File: config.mk
export PLATFORM = sky130hd
export DESIGN_NAME = silife_vga_grid
export DESIGN_NICKNAME = d
export VERILOG_FILES = /design/src/rtl/silife_vga_grid.sv
export SDC_FILE = /design/constraint.sdc
export NUM_CORES = 1
export LEC_CHECK = 0
export ABC_AREA = 1
export CAP_MARGIN = 20
export CORE_MARGIN = 2
export CORE_UTILIZATION = 45
export CTS_BUF_LIST = sky130_fd_sc_hd__clkbuf_2
export DETAILED_ROUTE_END_ITERATION = 8
export GPL_TIMING_DRIVEN = 0
export PLACE_DENSITY = 0.68
export SYNTH_ARGS = -nofsm -noshare
export SYNTH_HDL_FRONTEND = slang
export SYNTH_SLANG_ARGS = --single-unit
File: constraint.sdc
create_clock -name clk -period 2 [get_ports clk]
set_clock_uncertainty 0.05 [all_clocks]
set_input_delay 0.4 -clock clk [delete_from_list [all_inputs] [get_ports clk]]
set_output_delay 0.4 -clock clk [all_outputs]
set_load 0.02 [all_outputs]
File: src/rtl/silife_vga_grid.sv
// silife_vga_grid
//   Game-of-Life VGA renderer. It generates its own VGA timing and draws a
//   WIDTH x HEIGHT cell grid. Each cell is a square of 2**CELL_SHIFT pixels,
//   and the grid starts at screen position (X_OFFSET, Y_OFFSET). During the
//   horizontal blank before each grid line, the row that line needs is copied
//   from the cell array into a line buffer. A generation update therefore
//   never shows up part-way across a line.
//
// Ports
//   clk            pixel clock
//   reset          synchronous, active-high reset
//   i_enable       display cells; latched once per frame at h==0, v==0
//   i_cells        cell states of the selected row, bit n = column n
//   o_row_select   row read address to the cell array
//   o_hsync        horizontal sync, active level SYNC_POL
//   o_vsync        vertical sync, active level SYNC_POL
//   o_pixel        00 background, 01 dead, 10 alive, 11 grid line
//   o_frame_start  one-cycle pulse aligned with the first pixel of a frame
//
// All outputs are registered and describe the counter state of the previous
// cycle, so they are mutually aligned.
module silife_vga_grid #(
    parameter int WIDTH      = 32,
    parameter int HEIGHT     = 32,
    parameter int CELL_SHIFT = 3,
    parameter int X_OFFSET   = 0,
    parameter int Y_OFFSET   = 0,
    parameter int GRID_LINES = 0,
    parameter int H_VISIBLE  = 640,
    parameter int H_FP       = 16,
    parameter int H_SYNC     = 96,
    parameter int H_BP       = 48,
    parameter int V_VISIBLE  = 480,
    parameter int V_FP       = 10,
    parameter int V_SYNC     = 2,
    parameter int V_BP       = 33,
    parameter bit SYNC_POL   = 1'b0
) (
    input  logic                        clk,
    input  logic                        reset,
    input  logic                        i_enable,
    input  logic [WIDTH-1:0]            i_cells,
    output logic [$clog2(HEIGHT)-1:0]   o_row_select,
    output logic                        o_hsync,
    output logic                        o_vsync,
    output logic [1:0]                  o_pixel,
    output logic                        o_frame_start
);

    localparam int H_TOTAL   = H_VISIBLE + H_FP + H_SYNC + H_BP;
    localparam int V_TOTAL   = V_VISIBLE + V_FP + V_SYNC + V_BP;
    localparam int HW        = $clog2(H_TOTAL);
    localparam int VW        = $clog2(V_TOTAL);
    localparam int RW        = $clog2(HEIGHT);
    localparam int CW        = (WIDTH > 1) ? $clog2(WIDTH) : 1;
    localparam int GRID_W    = WIDTH << CELL_SHIFT;
    localparam int GRID_H    = HEIGHT << CELL_SHIFT;
    localparam int CELL_MASK = (1 << CELL_SHIFT) - 1;
    localparam int HS_START  = H_VISIBLE + H_FP;
    localparam int HS_END    = H_VISIBLE + H_FP + H_SYNC;
    localparam int VS_START  = V_VISIBLE + V_FP;
    localparam int VS_END    = V_VISIBLE + V_FP + V_SYNC;

    // The grid must lie entirely inside the visible area.
    if ((X_OFFSET < 0) || (Y_OFFSET < 0) ||
        (X_OFFSET + GRID_W > H_VISIBLE) || (Y_OFFSET + GRID_H > V_VISIBLE)) begin : g_fit_check
        $error("silife_vga_grid: cell grid does not fit inside the visible region");
    end

    logic [HW-1:0]    h_q, h_d;
    logic [VW-1:0]    v_q, v_d;
    logic             en_q, en_d;
    logic [RW-1:0]    row_q, row_d;
    logic [WIDTH-1:0] buf_q, buf_d;
    logic [1:0]       pix_q, pix_d;
    logic             hs_q, hs_d;
    logic             vs_q, vs_d;
    logic             fs_q, fs_d;

    int   h_i, v_i, hx, vy, vn;
    logic frame_first, in_grid, vn_grid;

    always_comb begin
        h_i         = int'(h_q);
        v_i         = int'(v_q);
        hx          = h_i - X_OFFSET;
        vy          = v_i - Y_OFFSET;
        vn          = (v_i == V_TOTAL - 1) ? 0 : v_i + 1;
        frame_first = (h_i == 0) && (v_i == 0);
        in_grid     = (hx >= 0) && (hx < GRID_W) && (vy >= 0) && (vy < GRID_H);
        vn_grid     = (vn >= Y_OFFSET) && (vn < Y_OFFSET + GRID_H);

        if (h_i == H_TOTAL - 1) begin
            h_d = '0;
            v_d = (v_i == V_TOTAL - 1) ? '0 : VW'(v_i + 1);
        end else begin
            h_d = HW'(h_i + 1);
            v_d = v_q;
        end

        // At the first pixel of a frame the new enable value applies
        // immediately, so the whole frame is drawn with one setting.
        en_d = frame_first ? i_enable : en_q;

        // The row address is set at the start of horizontal blank. The cell
        // array then has two clocks before the row is captured.
        row_d = row_q;
        buf_d = buf_q;
        if (vn_grid && (h_i == H_VISIBLE)) begin
            row_d = RW'((vn - Y_OFFSET) >> CELL_SHIFT);
        end
        if (vn_grid && (h_i == H_VISIBLE + 2)) begin
            buf_d = i_cells;
        end

        pix_d = 2'b00;
        if (en_d && in_grid) begin
            if ((GRID_LINES != 0) && (((hx & CELL_MASK) == 0) || ((vy & CELL_MASK) == 0))) begin
                pix_d = 2'b11;
            end else if (buf_q[CW'(hx >> CELL_SHIFT)]) begin
                pix_d = 2'b10;
            end else begin
                pix_d = 2'b01;
            end
        end

        hs_d = ((h_i >= HS_START) && (h_i < HS_END)) ? SYNC_POL : ~SYNC_POL;
        vs_d = ((v_i >= VS_START) && (v_i < VS_END)) ? SYNC_POL : ~SYNC_POL;
        fs_d = frame_first;
    end

    always_ff @(posedge clk) begin
        if (reset) begin
            h_q   <= '0;
            v_q   <= '0;
            en_q  <= 1'b0;
            row_q <= '0;
            buf_q <= '0;
            pix_q <= 2'b00;
            hs_q  <= ~SYNC_POL;
            vs_q  <= ~SYNC_POL;
            fs_q  <= 1'b0;
        end else begin
            h_q   <= h_d;
            v_q   <= v_d;
            en_q  <= en_d;
            row_q <= row_d;
            buf_q <= buf_d;
            pix_q <= pix_d;
            hs_q  <= hs_d;
            vs_q  <= vs_d;
            fs_q  <= fs_d;
        end
    end

    assign o_row_select  = row_q;
    assign o_hsync       = hs_q;
    assign o_vsync       = vs_q;
    assign o_pixel       = pix_q;
    assign o_frame_start = fs_q;

endmodule

==> Word level (Yosys, flattened, before mapping) <==
Cells that the tools add are included.
{ "op_classes": {"n_bitwise": 1, "n_mux": 9, "add_sub_neg": 2, "n_eq_ne": 4, "n_reduce_logical": 14, "order_cmp": 11} }
{ "ops": {"columns": ["op", "count"], "rows": [
  ["$ge A32 B1 Y1 const B", 1],
  ["$lt A32 B10 Y1 const B", 1],
  ["$mux W32", 1],
  ["$eq A10 B10 Y1 const B", 3],
  ["$lt A10 B9 Y1 const B", 3],
  ["$ge A10 B1 Y1 const B", 2],
  ["$logic_not A10 Y1", 2],
  ["$add A10 B1 Y11 const B", 1],
  ["$add A10 B1 Y10 const B", 1],
  ["$eq A10 B9 Y1 const B", 1],
  ["$ge A10 B10 Y1 const B", 1],
  ["$ge A10 B9 Y1 const B", 1],
  ["$logic_and A1 B1 Y1", 10],
  ["$lt A10 B10 Y1 const B", 1],
  ["$mux W10", 1],
  ["$lt A5 B7 Y1 const B", 1],
  ["$bmux W1 S5", 1],
  ["$mux W1", 5],
  ["$reduce_or A2 Y1", 2],
  ["$mux W2", 1],
  ["$not A1 Y1", 1]
]} }
{ "word_totals": {"regBits": 63, "input_bits": 35, "out_inout_bits": 10} }

==> Depth between registers and ports, before layout <==
Gate-level depths: netlist (run 1).
{ "logic_depth": {"word_depth": 7, "depth_mapped": 12} }

==> Least setup slack after synthesis (run 1) <==
No wires, ideal clock.
{ "synth_path": {"kind": "reg-to-reg", "start": "register v_q[1]", "end": "register buf_q[10]", "n_path_buf": 1, "required_ns": 1.837, "setup_slack_ns": 0.420, "t_arrival_ns": 1.417, "setup_time_ns": 0.113, "stages_incl_launch_ff": 11, "path_cell_list": "dfxtp_1 > inv_1 > ha_1 > inv_1 > nor2_1 > nand3_1 > nand3_2 > nand4_4 > buf_4 > nor2_1 > nor2_1"} }
{ "synth_between": {"elab_chain_len": 5, "word_cells_on_any_way": 7} }
{ "synth_lines": {"columns": ["element", "line", "text"], "rows": [
  ["start, declared", "71", "logic [VW-1:0] v_q, v_d;"],
  ["start signal, assigned", "145", "v_q <= v_d;"],
  ["$add A10 B1 Y11 or $eq A10 B10 Y1 (tied branches)", null, null],
  ["$mux W32 (*)", "88", "vn = (v_i == V_TOTAL - 1) ? 0 : v_i + 1;"],
  ["$ge A32 B1 Y1 or $lt A32 B10 Y1 (tied branches)", "91", "vn_grid = (vn >= Y_OFFSET) && (vn < Y_OFFSET + GRID_H);"],
  ["$logic_and A1 B1 Y1 (*)", "91", null],
  ["$logic_and A1 B1 Y1 (*)", "112", "if (vn_grid && (h_i == H_VISIBLE + 2)) begin"],
  ["end signal, assigned", "148", "buf_q <= buf_d;"],
  ["end, declared", "74", "logic [WIDTH-1:0] buf_q, buf_d;"]
]} }
Every way passes the cells marked *; elsewhere a longest branch is shown, timed or not.
A chain may end at the register's enable or synchronous reset.

==> Worst setup path in the final report (run 1) <==
{ "layout_path": {"start": "register row_q[1], in the netlist o_row_select[1]", "end": "output o_row_select[1]"} }
{ "layout_rtl": {"columns": ["element", "line", "text"], "rows": [
  ["start, declared", "73", "logic [RW-1:0] row_q, row_d;"],
  ["start signal, assigned", "147", "row_q <= row_d;"],
  ["end, declared", "43", "output logic [$clog2(HEIGHT)-1:0] o_row_select,"]
]} }
No word-level cell between the ends.

==> flow_summary.json, run 1 <==
{
  "synth_top_area_share_pct": 39.5,
  "reg2regPathDepth": 11,
  "n_antenna_cell": 0,
  "start_util_pct": 46.8,
  "min_period_over_period_pct": 95.5,
  "synth_area_per_cell_um2": 6.52,
  "cts-buffers-inserted": 9,
  "area_delta_synth_final_pct": 25.3,
  "reg2reg_from": "v_q[0]$_SDFFE_PP0P_",
  "yosysUniqueCellTypes": 31,
  "synth_most_common_cell": "nand2_1",
  "vias_per_cell": 4.77,
  "ant_nets": 0,
  "cp_num_buf_inv": 1,
  "p_leak_nw": 1.89,
  "yosys_warnings": 0,
  "maxSlewHeadroom_pct": 65.9,
  "synth_flop_cell": "dfxtp_1",
  "grt_max_degree": 12,
  "path_depth": 1,
  "worst_pin_slew_ns": 0.512,
  "critPathKind": "register to output pin",
  "crit_chain": "clkdlybuf4s50_1",
  "coreArea_mm2": 0.00683,
  "cp-end-kind": "output pin",
  "critPathCapture": "o_row_select[1]",
  "insertion_delay_ns": 0.49,
  "track_usage_pct": 20.6,
  "grt_pass1_wl_um": 12400,
  "fmax_mhz": 524,
  "drt_iter0_markers": 166,
  "worst_slack_ns": 0.0906,
  "cts_buffer_depth": 2,
  "outcome": "complete, no violations",
  "cp_max_fo": 2,
  "die_h_um": 88.3,
  "synth_nets": 530,
  "vias": 3113,
  "port_buffers": 44,
  "drc": 0,
  "crit_path_start_kind": "register",
  "crit_family": "buffers and inverters",
  "grt_pass1_vias": 2711,
  "regArea_mm2": 0.00126,
  "synthesis.area_mm2": 0.00320,
  "drtPass1Iterations": 5,
  "overflow": 0,
  "die_area_mm2": 0.00779,
  "clkTransAtPathRegs_ns": 0.17,
  "io-pin-count": 45,
  "wl_per_cell_um": 11.7,
  "ys_seq_area_share_pct": 39.5,
  "drv_slew": 0,
  "syn_inst": 490,
  "power_mw": 2.44,
  "fin_crit_ns": 1.91,
  "setup_tns_ns": 0,
  "synth_area_leaders": "dfxtp_1 (39%), nand2_1 (15%), nor2_1 (12%)",
  "synth.largest_area_cell": "dfxtp_1",
  "worstHoldPathType": "register to register",
  "num_rows": 30,
  "synth_edf_count": 0,
  "hpwl_um": 5420,
  "wirelength_um": 7660,
  "clkSinkCount": 63,
  "powerDensity_mw_per_mm2": 610,
  "hold_violations": 0,
  "synthArstFlopShare_pct": 0,
  "cts_root_buffer": "clkbuf_2",
  "dp_slack_ns": -0.0251,
  "drv_cap": 0,
  "htreeDepth": 3,
  "final_nets": 591,
  "cts_tree": "built",
  "drive_above_1_share_pct": 9.53,
  "synth_commonest_cells": "nand2_1 (131), nor2_1 (101), inv_1 (76)",
  "critical_path_required_ns": 1.55,
  "ys_seq_elements": 63,
  "multi_input_area_mm2": 0.00158,
  "hold_buffers": 0,
  "fill_cells": 692,
  "cp-startpoint": "o_row_select[1]$_SDFFE_PP0P_",
  "timing.hold.ws_ns": 0.400,
  "vdd_drop_max_uv": 368,
  "crit_slowest_cell": "clkdlybuf4s50_1",
  "die_x_um": 88.3,
  "arrival_ns": 1.46,
  "antenna_found_initial": 0,
  "timing.rr.end": "buf_q[24]$_SDFFE_PP0P_",
  "gp_congestion": 0.915,
  "setup_violations": 0,
  "worst_path_largest_cell_delay_ns": 0.60,
  "ff2ff_setup_slack_ns": 0.11
}
==> registers in the layout, indices dropped and copies added (netlist names) <==
register,flops
h_q,10
o_row_select,5
o_pixel,2
buf_q,32
o_frame_start,1
v_q,10
o_vsync,1
o_hsync,1
en_q,1
==> power by group <==
part	leakage, nW	switching [mW]	internal [mW]
logic	1.28	0.0664	0.0859
registers	0.510	0.00622	1.27
clock network	0.0959	0.474	0.543
==> placed cells by master, fill, tap and decap left out <==
master and n:
nand2_1 130, nor2_1 101, inv_1 76, dfxtp_1 60
clkdlybuf4s50_1 44, o21ai_0 19, nand3_1 17, a21oi_1 16
clkbuf_2 10, buf_4 8, buf_2 6, nand4_1 6
o22ai_1 6, nor3_1 5, o211ai_1 5, ha_1 5
buf_6 4, xor2_1 4, nor2_4 4, bufinv_16 3
dfxtp_2 3, nand3_2 2, inv_2 2, nand4_4 2
clkbuf_1 2, nor3b_1 2, clkinv_2 2, nand2_2 1
nand2_4 1, clkbuf_4 1, nand3_4 1, nor3_2 1
o21bai_1 1, and3_1 1, nor4_1 1, o32ai_1 1
o31ai_1 1, clkinv_4 1, nand4_2 1
==> timing repair <==
action                                  in CTS  in global routing
setup buffers                                0                  5
endpoints found under the setup margin       0                 44
gates resized for setup                      0                 10
==> stage by stage <==
step           area, um^2  util [%]  std cells
2_1_floorplan        3200         -        490
3_3_place_gp         3760      55.0        630
3_5_place_dp         3760      55.0        630
4_1_cts              3920      57.3        646
5_1_grt              4010      58.6        652
6_report             4010      58.6        652
==> cell families (layout without fill, tap and decap cells) <==
| logic type | after synthesis | count (layout) | share of synthesized area [%] |
|---|---|---|---|
| AOI/OAI and AO/OA | 49 | 49 | 8.57 |
| buffers and inverters | 94 | 159 | 12.6 |
| adders and majority gates | 5 | 5 | 1.96 |
| xor gates and xnor gates | 4 | 4 | 1.10 |
| DFF | 63 | 63 | 39.5 |
| and+or+nand+nor | 275 | 276 | 36.3 |
==> worst min-delay path by stage <==
stage	end	start	slack, ns	depth (start not counted)
2_1_floorplan	h_q[0]$_SDFF_PP0_	h_q[0]$_SDFF_PP0_	0.38	1
3_3_place_gp	h_q[0]$_SDFF_PP0_	h_q[0]$_SDFF_PP0_	0.40	1
3_5_place_dp	h_q[0]$_SDFF_PP0_	h_q[0]$_SDFF_PP0_	0.41	1
4_1_cts	buf_q[6]$_SDFFE_PP0P_	i_cells[6]	0.38	3
5_1_grt	buf_q[15]$_SDFFE_PP0P_	i_cells[15]	0.38	3
6_report	h_q[0]$_SDFF_PP0_	h_q[0]$_SDFF_PP0_	0.40	1
==> layout make-up <==
type | count | area share, %
clock buffers | 10 | 1.25
repair buffers | 49 | 11.9
multi-input cells | 334 | 39.4
clock inverters | 6 | 2.72
inverters | 78 | 7.31
plain buffers | 16 | 2.81
well taps | 96 | 3.00
flip-flops and latches | 63 | 31.6
==> metal layers <==
metal  vias to the layer above  track usage, %  wire length (um)
li1                       1632               -                 -
met1                      1387            27.8              3550
met2                        80            33.2              3520
met3                        14            4.29               439
met4                         0            6.75               140
met5                         -               0                 0
Power figures use the tool's default switching activity.
==> run 2: changes to the inputs <==
CTS_CLUSTER_DIAMETER = 120   (was not set)
==> results of run 2 <==
Same layout as run 1: the final DEF is identical, and so are final timing and power.
